--- config.mk ---
export PLATFORM = sky130hd
export DESIGN_NAME = signal_synth_flat
export DESIGN_NICKNAME = d
export VERILOG_FILES = /design/src/rtl/signal_synth_if.sv /design/src/rtl/signal_synth.sv /design/src/flat_wrapper.sv
export SDC_FILE = /design/constraint.sdc
export NUM_CORES = 1
export LEC_CHECK = 0
export BUFFER_PORTS_ARGS = -buffer_cell sky130_fd_sc_hd__buf_2
export CAP_MARGIN = 25
export CORE_MARGIN = 5
export CORE_UTILIZATION = 60
export DETAILED_ROUTE_END_ITERATION = 16
export GPL_TIMING_DRIVEN = 1
export HOLD_SLACK_MARGIN = 0.08
export PLACE_DENSITY_LB_ADDON = 0.3
export SLEW_MARGIN = 20
export SYNTH_ARGS = -nofsm -noshare
export SYNTH_HDL_FRONTEND = slang
export SYNTH_SLANG_ARGS = --single-unit
--- constraint.sdc ---
create_clock -name clk -period 4.8 [get_ports clk]
set_input_delay 0.48 -clock clk [delete_from_list [all_inputs] [get_ports clk]]
set_output_delay 0.48 -clock clk [all_outputs]
set_load 0.01 [all_outputs]
--- src/rtl/signal_synth_if.sv ---
// Sample-stream bundle between the synthetic IF generator and a tracking channel.
// master: generator drives data/data_available/feed_complete/nav_req/chip_index, reads nav_bit.
// slave : channel/nav source reads the stream and supplies nav_bit.
interface signal_synth_if;
  logic [2:0] data;
  logic       data_available;
  logic       feed_complete;
  logic       nav_req;
  logic       nav_bit;
  logic [9:0] chip_index;

  modport master (
    output data, data_available, feed_complete, nav_req, chip_index,
    input  nav_bit
  );

  modport slave (
    input  data, data_available, feed_complete, nav_req, chip_index,
    output nav_bit
  );
endinterface

--- src/rtl/signal_synth.sv ---
// Synthetic GPS L1 C/A IF sample generator: 3-bit carrier x (PRN ^ nav) samples, one every SAMPLE_DIV clocks.
// Ports: clk, global_reset (sync, active high), clear (sync restart), enable (run/freeze), prn_tap_a/b,
//        carrier_inc, code_inc; stream outputs and nav_bit on the ss interface. Outputs registered, 1 cycle after sample edge.
module signal_synth #(
  parameter int SAMPLE_DIV        = 4,
  parameter int CARRIER_ACC_WIDTH = 24,
  parameter int CODE_ACC_WIDTH    = 32
) (
  input  logic                         clk,
  input  logic                         global_reset,
  input  logic                         clear,
  input  logic                         enable,
  input  logic [3:0]                   prn_tap_a,
  input  logic [3:0]                   prn_tap_b,
  input  logic [CARRIER_ACC_WIDTH-1:0] carrier_inc,
  input  logic [CODE_ACC_WIDTH-1:0]    code_inc,
  signal_synth_if.master               ss
);
  localparam int              PC_W    = $clog2(SAMPLE_DIV);
  localparam logic [PC_W-1:0] PC_LAST = PC_W'(SAMPLE_DIV - 1);

  logic [PC_W-1:0]              pc_q, pc_d;
  logic [CARRIER_ACC_WIDTH-1:0] car_q, car_d;
  logic [CODE_ACC_WIDTH-1:0]    code_q, code_d;
  logic [9:0]                   chip_q, chip_d;
  logic [4:0]                   ms_q, ms_d;
  logic                         nav_cur_q, nav_cur_d;
  logic [10:1]                  g1_q, g1_d;
  logic [10:1]                  g2_q, g2_d;
  logic [2:0]                   data_q, data_d;
  logic                         dav_q, dav_d;
  logic                         fc_q, fc_d;
  logic                         nreq_q, nreq_d;

  logic                         sample_edge;
  logic [2:0]                   bin;
  logic                         ca_chip, neg, big;
  logic [2:0]                   sample;
  logic                         code_cy;
  logic [CODE_ACC_WIDTH-1:0]    code_sum;
  logic                         g1_fb, g2_fb;

  // G2 stage select; a tap outside 1..10 contributes 0.
  function automatic logic tap_sel(input logic [10:1] g, input logic [3:0] t);
    tap_sel = 1'b0;
    for (int i = 1; i <= 10; i++) begin
      if (t == 4'(i)) tap_sel = g[i];
    end
  endfunction

  assign sample_edge = enable && (pc_q == PC_LAST);
  assign bin         = car_q[CARRIER_ACC_WIDTH-1 -: 3];
  assign ca_chip     = g1_q[10] ^ tap_sel(g2_q, prn_tap_a) ^ tap_sel(g2_q, prn_tap_b);
  // Carrier level is negative for bins 2..5 and has magnitude 3 for bins 0,3,4,7;
  // the code/nav symbol then flips the sign.
  assign neg         = (bin[2] ^ bin[1]) ^ (ca_chip ^ nav_cur_q);
  assign big         = ~(bin[1] ^ bin[0]);
  assign sample      = {neg, big ^ neg, 1'b1};
  assign {code_cy, code_sum} = {1'b0, code_q} + {1'b0, code_inc};
  assign g1_fb       = g1_q[3] ^ g1_q[10];
  assign g2_fb       = g2_q[2] ^ g2_q[3] ^ g2_q[6] ^ g2_q[8] ^ g2_q[9] ^ g2_q[10];

  always_comb begin
    pc_d      = pc_q;
    car_d     = car_q;
    code_d    = code_q;
    chip_d    = chip_q;
    ms_d      = ms_q;
    nav_cur_d = nav_cur_q;
    g1_d      = g1_q;
    g2_d      = g2_q;
    data_d    = data_q;
    dav_d     = 1'b0;
    fc_d      = 1'b0;
    nreq_d    = 1'b0;

    if (enable) pc_d = (pc_q == PC_LAST) ? '0 : pc_q + 1'b1;

    if (sample_edge) begin
      // Sample is formed from pre-advance state; all updates below land together.
      data_d = sample;
      dav_d  = 1'b1;
      car_d  = car_q + carrier_inc;
      code_d = code_sum;
      if (code_cy) begin
        if (chip_q == 10'd1022) begin
          chip_d = '0;
          g1_d   = '1;
          g2_d   = '1;
          fc_d   = 1'b1;
          if (ms_q == 5'd19) begin
            ms_d      = '0;
            nav_cur_d = ss.nav_bit;
            nreq_d    = 1'b1;
          end else begin
            ms_d = ms_q + 5'd1;
          end
        end else begin
          chip_d = chip_q + 10'd1;
          g1_d   = {g1_q[9:1], g1_fb};
          g2_d   = {g2_q[9:1], g2_fb};
        end
      end
    end
  end

  always_ff @(posedge clk) begin
    if (global_reset || clear) begin
      pc_q      <= '0;
      car_q     <= '0;
      code_q    <= '0;
      chip_q    <= '0;
      ms_q      <= '0;
      nav_cur_q <= 1'b0;
      g1_q      <= '1;
      g2_q      <= '1;
      data_q    <= '0;
      dav_q     <= 1'b0;
      fc_q      <= 1'b0;
      nreq_q    <= 1'b0;
    end else begin
      pc_q      <= pc_d;
      car_q     <= car_d;
      code_q    <= code_d;
      chip_q    <= chip_d;
      ms_q      <= ms_d;
      nav_cur_q <= nav_cur_d;
      g1_q      <= g1_d;
      g2_q      <= g2_d;
      data_q    <= data_d;
      dav_q     <= dav_d;
      fc_q      <= fc_d;
      nreq_q    <= nreq_d;
    end
  end

  assign ss.data           = data_q;
  assign ss.data_available = dav_q;
  assign ss.feed_complete  = fc_q;
  assign ss.nav_req        = nreq_q;
  assign ss.chip_index     = chip_q;
endmodule

--- src/flat_wrapper.sv ---
// flat-port wrapper written by rule: the top's interface ports become plain ports
module signal_synth_flat 
#(
  parameter int SAMPLE_DIV        = 4,
  parameter int CARRIER_ACC_WIDTH = 24,
  parameter int CODE_ACC_WIDTH    = 32
)
  (clk, global_reset, clear, enable, prn_tap_a, prn_tap_b, carrier_inc, code_inc, ss_data, ss_data_available, ss_feed_complete, ss_nav_req, ss_chip_index, ss_nav_bit);
  signal_synth_if ss_i ();
  input  logic clk;
  input  logic global_reset;
  input  logic clear;
  input  logic enable;
  input  logic [3:0] prn_tap_a;
  input  logic [3:0] prn_tap_b;
  input  logic [CARRIER_ACC_WIDTH-1:0] carrier_inc;
  input  logic [CODE_ACC_WIDTH-1:0] code_inc;
  output wire logic [$bits(ss_i.data)-1:0] ss_data;
  output wire logic [$bits(ss_i.data_available)-1:0] ss_data_available;
  output wire logic [$bits(ss_i.feed_complete)-1:0] ss_feed_complete;
  output wire logic [$bits(ss_i.nav_req)-1:0] ss_nav_req;
  output wire logic [$bits(ss_i.chip_index)-1:0] ss_chip_index;
  input wire logic [$bits(ss_i.nav_bit)-1:0] ss_nav_bit;
  assign ss_data = ss_i.data;
  assign ss_data_available = ss_i.data_available;
  assign ss_feed_complete = ss_i.feed_complete;
  assign ss_nav_req = ss_i.nav_req;
  assign ss_chip_index = ss_i.chip_index;
  assign ss_i.nav_bit = ss_nav_bit;
  signal_synth #(.SAMPLE_DIV(SAMPLE_DIV), .CARRIER_ACC_WIDTH(CARRIER_ACC_WIDTH), .CODE_ACC_WIDTH(CODE_ACC_WIDTH)) u_core (.clk(clk), .global_reset(global_reset), .clear(clear), .enable(enable), .prn_tap_a(prn_tap_a), .prn_tap_b(prn_tap_b), .carrier_inc(carrier_inc), .code_inc(code_inc), .ss(ss_i));
endmodule
* Word-level counts from Yosys, hierarchy flattened
Index checks and enable logic that the tools add are counted.
** Word-level totals
- Flip-flop bits (word level) :: 100
- Bits of input ports :: 69
** Operators by class
- Equal/unequal tests :: 23
- Bitwise operators :: 17
- Add/subtract/negate cells :: 5
- Muxes and demuxes :: 28
- Reductions and logical operators :: 7
** Operator list (count)
- 32-bit by 32-bit adder with 33-bit output :: 1
- 4-bit by 3-bit equality test with 1-bit output, second input constant :: 8
- 10-bit two-way mux :: 3
- 24-bit adder :: 1
- 4-bit equality test, second input constant :: 6
- 1-bit two-way mux :: 23
- 4-bit by 2-bit equality test with 1-bit output, second input constant :: 4
- 1-bit XOR :: 13
- 10-bit by 1-bit adder with 10-bit output, second input constant :: 1
- 10-bit equality test, second input constant :: 1
- 4-bit by 1-bit equality test with 1-bit output, second input constant :: 2
- 5-bit by 1-bit adder with 5-bit output, second input constant :: 1
- 5-bit equality test, second input constant :: 1
- 5-bit two-way mux :: 1
- 1-bit inverter :: 4
- 4-bit AND reduction :: 1
- 4-bit OR reduction :: 1
- 3-bit AND reduction :: 1
- 3-bit OR reduction :: 1
- 2-bit by 1-bit adder with 2-bit output, second input constant :: 1
- 2-bit equality test, second input constant :: 1
- 2-bit two-way mux :: 1
- 2-bit AND reduction :: 1
- 1-bit logical AND :: 1
- 1-bit logical OR :: 1

* Logic depth before layout (Yosys ltp)
Gate-level depths: netlist (run 1).
- Depth after elaboration :: 16
- Mapped depth :: 12
- Depth with buffers taken out :: 11

* Worst setup path before layout (run 1)
No wires, ideal clock.
- Path type :: input port to flip-flop
- From :: in code_inc[0]
- To :: reg u_core.g1_q[4] in the netlist's numbering
- Setup slack :: 2.010 ns
- Cell stages on the path :: 11
- Arrival :: 2.675 ns
- Setup time :: 0.115 ns
- Buffers on the path :: 1
- Cells stage by stage :: ha_1 fa_1 a21oi_1 a2bb2oi_1 a21o_1 o211a_1 o211ai_4 o21ai_4 buf_6 mux2i_1 nand2_1
** Between the ends
- Word-level cells in the longest chain between the ends :: 2
** RTL lines
- start, declared :: line flat_wrapper.sv:17 : input logic [CODE_ACC_WIDTH-1:0] code_inc;
- 32-bit by 32-bit adder with 33-bit output :: line signal_synth.sv:59 : assign {code_cy, code_sum} = {1'b0, code_q} + {1'b0, code_inc};
- 2-bit AND reduction (no line)
- end signal, assigned :: line signal_synth.sv:128 : g1_q <= g1_d;
- end, declared :: line signal_synth.sv:28 : logic [10:1] g1_q, g1_d;
No other way between the ends.
A chain may end at the register's enable or synchronous reset.

* Final worst setup path (run 1)
- From :: reg u_core.code_q[0]
- To :: reg u_core.g2_q[5] in the netlist's numbering
** Between the ends
- Word-level cells in the longest chain between the ends :: 2
** RTL lines
- start, declared :: line signal_synth.sv:24 : logic [CODE_ACC_WIDTH-1:0] code_q, code_d;
- start signal, assigned :: line signal_synth.sv:124 : code_q <= code_d;
- 32-bit by 32-bit adder with 33-bit output :: line signal_synth.sv:59
- 2-bit AND reduction (no line)
- end signal, assigned :: line signal_synth.sv:129 : g2_q <= g2_d;
- end, declared :: line signal_synth.sv:29 : logic [10:1] g2_q, g2_d;
No other way between the ends.

==> metrics.md, run 1 <==
| Metric | Value |
|---|---|
| Status | `finished clean` |
| Vias in the first global route | `6277` |
| Peak VDD IR | `0.000226 V` |
| Critical Path RT | `5060 ps` |
| Post-CTS Hold Buffers | `0` |
| Hold path cells | `3` |
| Crit end category | `register` |
| EDFF count, synth | `0` |
| First drt pass iteration count | `7` |
| TNS Setup | `0 ps` |
| Setup bufs post-CTS | `0` |
| Synth Warn # | `0` |
| Nature of the critical path startpoint | `register` |
| Worst skew pair latency | `390 ps` |
| Core area | `0.0109 mm2` |
| CP max-delay cell | `and2_1` |
| Port buffer count | `84` |
| Row Count | `38` |
| Met2 Routed Length | `8060 um` |
| CTS sink cnt | `100` |
| #FFs+latches synth | `100` |
| DR WL/cell | `15.8 um` |
| Crit share post-route | `0.684` |
| Critical path class | `register to register` |
| Die X | `116 um` |
| Root buffer cell | `clkbuf_8` |
| H-tree levels | `3` |
| Reg clk slew, reported paths | `100 ps` |
| GR Util All Layers | `0.251` |
| Routed wl met3 | `831 um` |
| Leakage | `3.28 nW` |
| Top sig layer | `met4` |
| Starting Density | `0.614` |
| Pin count of the biggest net entering global routing | `58` |
| Top_reg_cell synth | `dfxtp_1` |
| R2R depth | `10` |
| Placed inst area | `0.00717 mm2` |
| Async set-or-reset flop fraction in the synthesized netlist | `0` |
| Syn Inst Count | `811` |
| GRT overflow | `0` |
| Crit path cell chain | `ha_1 -> fa_1 -> a21oi_1 -> a2bb2oi_1 -> a21o_1 -> o211a_1 -> o211ai_4 -> o211ai_2 -> and2_1 -> nand2_1` |
| Post-CTS Resized | `0` |
| Commonest non-fill, non-tap cell in the layout | `nand2_1` |
| Final number of setup-violating endpoints | `0` |
| Die H | `116 um` |
| Nets | `1012` |
| Num CTS Buffers | `9` |
| Slew @ Worst Pin | `849 ps` |
| Clock Skews | `10.1 ps` |
| Crit-path max FO | `18` |
| ANT nets after route | `0` |
| DRC viols | `0` |
| Syn nets | `941` |
| Fmax | `305 MHz` |
| Max_cap viols | `0` |
| Final cell area excluding filler cells | `0.00737 mm2` |
| Placer congestion estimate | `0.886` |
| Max_slew headroom | `0.432` |
| Synthesis-to-layout area growth | `10.2%` |
| Die area | `0.0134 mm2` |
| IO Pins | `85` |
| Hpwl dp | `11900 um` |
| Initial DRC count | `370` |
| Max clock buf depth | `2` |
| Synth cell types | `67` |
| Initial antenna violation count | `0` |
| CTS tree | `done` |
| CP max stage delay | `550 ps` |
| Share of cells above drive strength 1 | `0.134` |
| Total routed wirelength | `16300 um` |
| Via Count | `6161` |
| First-pass GRT wire length | `27500 um` |
| Synthesized cell area | `0.00669 mm2` |
| Critical Path AT | `3540 ps` |
| Seq/Total Area, Yosys | `0.299` |
| Worst min path class | `primary input to register` |
| Minimum clock period after layout | `3280 ps` |
| Most frequent cells in the layout | `nand2_1 (120), dfxtp_1 (100), a21oi_1 (87)` |
| Pwr per Cell Area | `206 mW/mm2` |
| Ant. Diodes | `0` |
| Final Hold Vio Count | `0` |
| Syn Area/Cell | `8.25 um2` |
| Drt via density | `6.00` |
| Final Max Tran Viols | `0` |
| Unrepaired setup endpoints after global routing | `false` |
| WL met1 | `7070 um` |
-- routing by layer --
metal	GRT usage	up-vias
met2	0.444	157
met1	0.296	2875
met4	0.0915	0
met5	0	-
li1	-	3098
met3	0.0564	31
-- flip-flops by register name (all words and copies together), names as in the netlist --
register                  flops
u_core.nav_cur_q              1
u_core.ss.feed_complete       1
u_core.g2_q                  10
u_core.ss.chip_index         10
u_core.pc_q                   2
u_core.ss.data_available      1
u_core.car_q                 24
u_core.ss.nav_req             1
u_core.ss.data                3
u_core.ms_q                   5
u_core.g1_q                  10
u_core.code_q                32
-- final timing paths --
check	from	to	slack (ps)
setup / recovery	u_core.code_q[0]$_SDFFE_PP0P_	u_core.g2_q[5]$_SDFFE_PP1P_	1520
hold / removal	ss_nav_bit	u_core.nav_cur_q$_SDFFE_PP0P_	340
setup reg to reg	u_core.code_q[0]$_SDFFE_PP0P_	u_core.g2_q[5]$_SDFFE_PP1P_	1520
hold reg to reg	u_core.car_q[16]$_SDFFE_PP0P_	u_core.car_q[16]$_SDFFE_PP0P_	460
-- cells in the mapped netlist (all sizes together), types with 17 or more instances --
| cell | instances | share of area |
|---|---|---|
| o21ai | 36 | 0.029 |
| dfxtp | 100 | 0.30 |
| a21o | 24 | 0.027 |
| a21oi | 87 | 0.065 |
| xnor2 | 38 | 0.050 |
| nor3 | 17 | 0.013 |
| inv | 19 | 0.011 |
| nor2 | 53 | 0.030 |
| mux2i | 32 | 0.048 |
| ha | 59 | 0.11 |
| a211oi | 18 | 0.020 |
| nand2 | 121 | 0.068 |
-- worst max-delay path, delay by kind of cell (launching register included) --
family	cells	cell delay, ps
AOI/OAI and AO/OA	6	1540
DFF	1	330
and+or+nand+nor	2	650
adders and majority gates	2	620
-- per-stage QoR --
stage	util	setup slack, ps	power, W	std cells	hold WS (ps)
floorplan	-	2010	0.000946	811	429
global placement	0.659	1360	0.000994	1010	444
detailed placement	0.659	1230	0.00100	1010	451
CTS	0.676	1500	0.00153	1026	324
global route	0.677	1170	0.00158	1027	325
finish	0.677	1520	0.00152	1027	339
-- logic make-up (layout without fill, tap and decap cells) --
| family | after synthesis | count (layout) | share of synthesized area |
|---|---|---|---|
| multiplexers | 34 | 34 | 0.0546 |
| adder cells (fa/ha/maj) | 61 | 61 | 0.116 |
| buffers and inverters | 48 | 124 | 0.0320 |
| AND/OR/NAND/NOR | 273 | 273 | 0.191 |
| AO/OA/AOI/OAI | 242 | 242 | 0.237 |
| flip-flops | 100 | 100 | 0.299 |
| XOR/XNOR | 53 | 53 | 0.0694 |
-- where the power goes --
part           internal (W)  switching, W  leakage (nW)  total (W)
Combinational     0.0000654     0.0000878          2.38   0.000153
Clock              0.000212      0.000324        0.0954   0.000536
Sequential         0.000830   0.000000539         0.806   0.000830
-- cell type report --
cell class | count | area, um2
fillers | 895 | 3520
clock inverters | 6 | 53.8
repair buffers | 89 | 458
clock buffers | 10 | 138
flip-flops and latches | 100 | 2000
multi-input cells | 663 | 4470
well taps | 140 | 175
inverters | 19 | 71.3
No activity file was read; power rests on OpenSTA's default activity.
==> inputs of run 2 (changes only) <==
Settings changed: ABC_AREA from default to 1.
Clock period 4.8 ns to 3.1 ns, I/O delays scaled along.
==> run 2 against run 1 <==
Compared with the run above:
- total power up 78%
- clock power up 110%
- maximum frequency rose by 31%
- area after synthesis up 17%
- non-clock buffer count rose by 3
- via count grew 32%
- register-to-register slack got worse by 920 ps
- sequential share of layout area fell by 4.1 points
==> metrics.md, run 2 <==
| Metric | Value |
|---|---|
| Status | `finished clean` |
| Max_cap viols | `0 (unchanged)` |
| Initial antenna violation count | `0 (unchanged)` |
| Die X | `124 um (+7.6%)` |
| GR Util All Layers | `0.255 (+0.00419)` |
| Post-CTS Resized | `0 (unchanged)` |
| R2R depth | `15 (+5)` |
| First-pass GRT wire length | `33900 um (+23%)` |
| Die area | `0.0155 mm2 (+16%)` |
| Top flop regs | `u_core.code_q: 32 flops, u_core.car_q: 24 flops` |
| Critical Path RT | `3380 ps (-1680 ps)` |
| Top_reg_cell synth | `dfxtp_1` |
| Post-synth top cells | `nand2_1 (248), inv_1 (179), nor2_1 (135)` |
| Nets | `1419 (+40%)` |
| #FFs+latches synth | `100 (unchanged)` |
| DR WL/cell | `13.7 um (-14%)` |
| Synth Warn # | `0 (unchanged)` |
| Nature of the critical path startpoint | `register` |
| Post-CTS Hold Buffers | `0 (unchanged)` |
| EDFF count, synth | `0 (unchanged)` |
| Crit share post-route | `0.808 (+0.124)` |
| Critical Path AT | `2780 ps (-760 ps)` |
| Most frequent cells in the layout | `nand2_1 (248), inv_1 (178), nor2_1 (134)` |
| First drt pass iteration count | `5 (-2)` |
| Max clock buf depth | `2 (unchanged)` |
| Crit-path max FO | `16 (-2)` |
| Synth cell types | `45 (-33%)` |
| Die H | `124 um (+7.6%)` |
| Via Count | `8133 (+32%)` |
| Hold path cells | `3 (unchanged)` |
| Syn nets | `1348 (+43%)` |
| Leakage | `4.45 nW (+36%)` |
| Max reg flops | `32 (unchanged)` |
| Placer congestion estimate | `0.983 (+11%)` |
| WHS | `183 ps (-156 ps)` |
| Syn Inst Count | `1218 (+50%)` |
| Met2 Routed Length | `9440 um (+17%)` |
| Starting Density | `0.616 (+0.00202)` |
| Synthesis-to-layout area growth | `10.8%` |
| Syn Area/Cell | `6.44 um2 (-22%)` |
| TNS Setup | `0 ps (unchanged)` |
| Count leader, synth | `nand2_1` |
| Ant. Diodes | `0 (unchanged)` |
| Final number of setup-violating endpoints | `0 (unchanged)` |
| Max_slew headroom | `0.602 (+0.170)` |
| Row Count | `41 (+7.9%)` |
| Async set-or-reset flop fraction in the synthesized netlist | `0 (unchanged)` |
| Total routed wirelength | `20000 um (+23%)` |
| Reg-to-reg setup timing slack | `600 ps (-920 ps)` |
| Worst min path class | `primary input to register` |
| Peak VDD IR | `0.000376 V (+66%)` |
| Minimum clock period after layout | `2500 ps (-778 ps)` |
| Synthesized cell area | `0.00784 mm2 (+17%)` |
| Fmax | `399 MHz (+31%)` |
| Critical path class | `register to register` |
| Yosys top cell by area | `dfxtp_1` |
| Final Max Tran Viols | `0 (unchanged)` |
| WHS Endpoint | `u_core.nav_cur_q$_SDFFE_PP0P_` |
| Share of cells above drive strength 1 | `0.111 (-0.0229)` |
| Drt via density | `5.55 (-7.5%)` |
| Share of the synthesized area in the top cell type | `0.255 (-0.0440)` |
| Worst skew pair latency | `360 ps (-30 ps)` |
| GRT overflow | `0 (unchanged)` |
| IO Pins | `85 (unchanged)` |
| CTS sink cnt | `100 (unchanged)` |
| Slew @ Worst Pin | `592 ps (-257 ps)` |
| Unrepaired setup endpoints after global routing | `false` |
| Worst R2R End | `u_core.ss.chip_index[2]$_SDFFE_PP0P_` |
| ANT nets after route | `0 (unchanged)` |
| Root buffer cell | `clkbuf_16` |
| H-tree levels | `3 (unchanged)` |
| Reg clk slew, reported paths | `70 ps (-30 ps)` |
| Top sig layer | `met4` |
| Vias in the first global route | `7613 (+21%)` |
| WL met1 | `9130 um (+29%)` |
| Final Hold Vio Count | `0 (unchanged)` |
| Clock Skews | `13.3 ps (+3.18 ps)` |
| Routed wl met3 | `974 um (+17%)` |
| Hpwl dp | `15300 um (+29%)` |
| Pwr per Cell Area | `311 mW/mm2 (+51%)` |
| R2r startpoint | `u_core.code_q[0]$_SDFFE_PP0P_` |
| Synth area leaders | `dfxtp_1 (26%), nand2_1 (12%), ha_1 (9.4%), inv_1 (8.6%), nand3_1 (7.0%)` |
| Crit end category | `register` |
| DRC viols | `0 (unchanged)` |
| Commonest non-fill, non-tap cell in the layout | `nand2_1` |
| Num CTS Buffers | `9 (unchanged)` |
| Setup bufs post-CTS | `0 (unchanged)` |
| Most flop-heavy register | `u_core.code_q` |
| Initial DRC count | `545 (+47%)` |
| Pin count of the biggest net entering global routing | `74 (+28%)` |
| Port buffer count | `84 (unchanged)` |
| Hold Startpoint | `ss_nav_bit` |
| Core area | `0.0127 mm2 (+17%)` |
| CTS tree | `done` |
| Seq/Total Area, Yosys | `0.255 (-0.0440)` |
==> run 2: metal layers <==
metal	vias to the layer above	track usage
met4	0	0.0812
met2	220	0.433
li1	4152	-
met3	40	0.0510
met1	3721	0.325
met5	-	0
==> run 2: final cells by class <==
type | instances | area [um2]
Clock buffer | 10 | 239
Clock inverter | 6 | 55.1
Fill cell | 1175 | 4040
Inverter | 182 | 688
Multi-Input combinational cell | 904 | 4990
Sequential cell | 100 | 2000
Tap cell | 172 | 215
Timing Repair Buffer | 92 | 493
==> run 2: through the flow <==
stage / cell area, um2 / cells / utilization / total power (W) / setup slack (ps)
finish: 8690 / 1466 / 0.683 / 0.00270 / 597
global route: 8690 / 1466 / 0.683 / 0.00282 / 426
CTS: 8690 / 1466 / 0.683 / 0.00273 / 602
detailed placement: 8390 / 1450 / 0.660 / 0.00160 / 496
global placement: 8390 / 1450 / 0.660 / 0.00160 / 571
floorplan: 7840 / 1218 / - / 0.00151 / 924
==> run 2: where the power goes <==
part,internal [W],leakage (nW),switching [W]
Sequential,0.00129,0.806,0.00000179
Combinational,0.000105,3.50,0.000187
Clock,0.000582,0.139,0.000542
Total,0.00197,4.45,0.000730
==> run 2: logic make-up (layout without fill, tap and decap cells) <==
family	after synthesis	in the layout	synth area share
simple gates	573	573	0.324
compound gates	228	228	0.166
buf+inv	214	290	0.109
flops	100	100	0.255
fa+ha+maj	61	61	0.0993
xor+xnor	42	42	0.0469
==> run 2: critical path, cell delays in order (launching register included) <==
cell	delay, ps
dfxtp_1	320
ha_1	200
fa_1	400
nand2_1	80
nand3_1	60
o21a_2	130
nand2_1	50
nand2_1	110
nand2_1	110
nand2_2	90
nand2_1	120
nand2_4	90
nand2_2	260
buf_4	220
nand2_1	50
a21oi_1	150
==> run 2: worst max-delay path by stage <==
stage,startpoint,end,cells past startpoint
2_1_floorplan,code_inc[0],u_core.g1_q[10]$_SDFFE_PP1P_,16
4_1_cts,u_core.code_q[0]$_SDFFE_PP0P_,u_core.ss.chip_index[3]$_SDFFE_PP0P_,15
3_3_place_gp,code_inc[0],u_core.ss.chip_index[1]$_SDFFE_PP0P_,17
6_report,u_core.code_q[0]$_SDFFE_PP0P_,u_core.ss.chip_index[2]$_SDFFE_PP0P_,15
5_1_grt,u_core.code_q[0]$_SDFFE_PP0P_,u_core.ss.chip_index[0]$_SDFFE_PP0P_,15
3_5_place_dp,code_inc[0],u_core.ss.chip_index[2]$_SDFFE_PP0P_,16
==> inputs of run 3 (changes only) <==
Settings changed: ABC_AREA 1 to 0, CORE_UTILIZATION 60 to 59.
Clock period 3.1 ns to 2.5 ns, I/O delays scaled along.
==> run 3 against run 2 <==
Compared with the run above:
- the run now ends with setup timing left
- critical path depth down 4
- die area fell by 12%
- cell count decreased by 25%
- sequential share of layout area rose by 0.58 points
- flip-flop and latch count stayed put
- first-iteration DRC count shrank 9.9%
- sequential power rose by 23%
- combinational power is 24% higher
- critical path type unchanged
==> metrics.md, run 3 (synthesis gave the netlist of run 1 again) <==
| Metric | Value |
|---|---|
| Initial antenna violation count | `0 (unchanged)` |
| Fillers | `729 (-38%)` |
| Final number of setup-violating endpoints | `45 (+45)` |
| Share of cells above drive strength 1 | `0.265 (+0.154)` |
| Final Hold Vio Count | `0 (unchanged)` |
| Status | `finished, violations left` |
| Nets | `1088 (-23%)` |
| Max_cap viols | `0 (unchanged)` |
| Ant. Diodes | `0 (unchanged)` |
| CTS sink cnt | `100 (unchanged)` |
| Fmax | `359 MHz (-10%)` |
| Vias in the first global route | `6706 (-12%)` |
| Most flop-heavy register | `u_core.code_q` |
| Most frequent cells in the layout | `nand2_1 (118), dfxtp_1 (97), buf_2 (84)` |
| Clock Skews | `7.88 ps (-5.43 ps)` |
| Peak VDD IR | `0.000787 V (+110%)` |
| Drt via density | `6.17 (+11%)` |
| Critical Path AT | `3030 ps (+250 ps)` |
| Worst skew pair latency | `360 ps (about the same)` |
| Root buffer cell | `clkbuf_16` |
| WHS | `172 ps (-10.7 ps)` |
| First-pass GRT wire length | `29900 um (-12%)` |
| Initial DRC count | `491 (-9.9%)` |
| Max clock buf depth | `2 (unchanged)` |
| Worst min path class | `primary input to register` |
| Setup WS post-layout | `-288 ps (-884 ps)` |
| DRC viols | `0 (unchanged)` |
| Pwr per Cell Area | `400 mW/mm2 (+28%)` |
| Buf/Inv on CP | `2 (+1)` |
| Crit-path max FO | `7 (-9)` |
| Critical path class | `register to register` |
| Die area | `0.0136 mm2 (-12%)` |
| Nature of the critical path startpoint | `register` |
| Critical Path RT | `2740 ps (-640 ps)` |
| Port buffer count | `84 (unchanged)` |
| Pin count of the biggest net entering global routing | `57 (-23%)` |
| DR WL/cell | `17.9 um (+31%)` |
| IO Pins | `85 (unchanged)` |
| Reg clk slew, reported paths | `80 ps (about the same)` |
| Starting Density | `0.609 (-0.00734)` |
| GR Util All Layers | `0.271 (+0.0164)` |
| Total routed wirelength | `19700 um (-1.7%)` |
| H-tree levels | `3 (unchanged)` |
| Max reg flops | `32 (unchanged)` |
| Slew @ Worst Pin | `704 ps (+112 ps)` |
| ANT nets after route | `0 (unchanged)` |
| Final Max Tran Viols | `0 (unchanged)` |
| Die X | `116 um (-6.3%)` |
| Placer congestion estimate | `0.954 (-3.0%)` |
| Max_slew headroom | `0.531 (-0.0715)` |
| Minimum clock period after layout | `2790 ps (+284 ps)` |
| CTS tree | `done` |
| Commonest non-fill, non-tap cell in the layout | `nand2_1` |
| Via Count | `6800 (-16%)` |
| Num CTS Buffers | `9 (unchanged)` |
| Crit end category | `register` |
| GRT overflow | `0 (unchanged)` |
| Synthesis-to-layout area growth | `26.9%` |
| Placed Instances | `1070 (-26%)` |
| First drt pass iteration count | `5 (unchanged)` |
| Post-CTS Hold Buffers | `0 (unchanged)` |
| CP max stage delay | `320 ps (-80 ps)` |
| Crit-path leading delay family | `compound AO/OA/AOI/OAI gates` |
| CP max-delay cell | `dfxtp_1` |
| Failing checks | `setup timing` |
| Hpwl dp | `12900 um (-16%)` |
| Unrepaired setup endpoints after global routing | `true` |
| Top flop regs | `u_core.code_q: 32 flops, u_core.car_q: 24 flops` |
| Leakage | `3.74 nW (-16%)` |
| Crit share post-route | `1.12 (+0.307)` |
| Post-Layout Cell Count | `1103 (-25%)` |
| Fin util | `0.773 (+0.0901)` |
| Row Count | `38 (-7.3%)` |
| Core area | `0.0110 mm2 (-14%)` |
| Crit path cell chain | `ha_1 -> buf_4 -> a21oi_1 -> a21boi_1 -> o21ai_0 -> o211a_1 -> o211ai_4 -> o21ai_4 -> buf_6 -> mux2i_4 -> nand2_1` |
| Die H | `116 um (-6.3%)` |
## run 3: cell types whose count changed in the layout (fill, tap and decap cells not counted), sizes merged, moves of 11 or more
cell	before	now
buf	92	165
inv	185	23
nand3	121	14
a211oi	1	18
a21o	6	24
o21bai	21	10
xor2	27	15
xnor2	15	38
nand2	254	121
nand4	27	7
mux2i	0	32
o21ai	76	36
o21a	1	14
nor2	139	53
## run 3: layout make-up
cell class	count	area (um2)	area share
multi-input cells	663	4840	0.570
well taps	140	175	0.0206
repair buffers	165	1090	0.129
clock inverters	6	63.8	0.00752
flip-flops and latches	100	2010	0.236
inverters	19	71.3	0.00840
clock buffers	10	239	0.0282
## run 3: what timing repair did
item,4_1_cts,5_1_grt
pin swaps,18,44
hold endpoints to repair,0,0
endpoints found under the setup margin,49,61
cloned,2,0
buffers inserted,10,11
gates resized for setup,24,71
## run 3: final timing paths
path	startpoint	end	slack (ps)	cells after the start
min	ss_nav_bit	u_core.nav_cur_q$_SDFFE_PP0P_	170	3
min reg2reg	u_core.code_q[14]$_SDFFE_PP0P_	u_core.code_q[14]$_SDFFE_PP0P_	450	2
max reg2reg	u_core.code_q[10]$_SDFFE_PP0P_	u_core.g2_q[2]$_SDFFE_PP1P_	-290	11
max	u_core.code_q[10]$_SDFFE_PP0P_	u_core.g2_q[2]$_SDFFE_PP1P_	-290	11
## run 3: layer usage
metal / GRT usage / part of all wire / up-vias / wire (um)
met5: 0 / 0 / - / 0
met4: 0.114 / 0.028 / 0 / 561
met3: 0.0487 / 0.058 / 59 / 1150
met1: 0.319 / 0.40 / 3239 / 7920
met2: 0.483 / 0.51 / 248 / 10100
li1: - / - / 3254 / -
## run 3: where the power goes
part | internal (W) | switching [W]
combinational | 0.000161 | 0.000200
sequential | 0.00159 | 0.00000125
clock | 0.000733 | 0.000704
total | 0.00249 | 0.000905
## run 3: through the flow
stage	total power, W	setup TNS (ps)	instance area, um2	setup WS [ps]
3_3_place_gp	0.00195	-2750	7680	-151
4_1_cts	0.00338	-2480	8220	-115
5_1_grt	0.00351	-11020	8490	-342
2_1_floorplan	0.00182	0	6710	2.03
3_5_place_dp	0.00196	-6560	7680	-228
6_report	0.00339	-7300	8490	-288
## run 3: worst reg2reg max path, stage by stage (launching register included)
cell      delay (ps)
dfxtp_1          320
ha_1             290
buf_4            160
a21oi_1          220
a21boi_1         130
o21ai_0          310
o211a_1          270
o211ai_4         160
o21ai_4          260
buf_6            200
mux2i_4          250
nand2_1           90
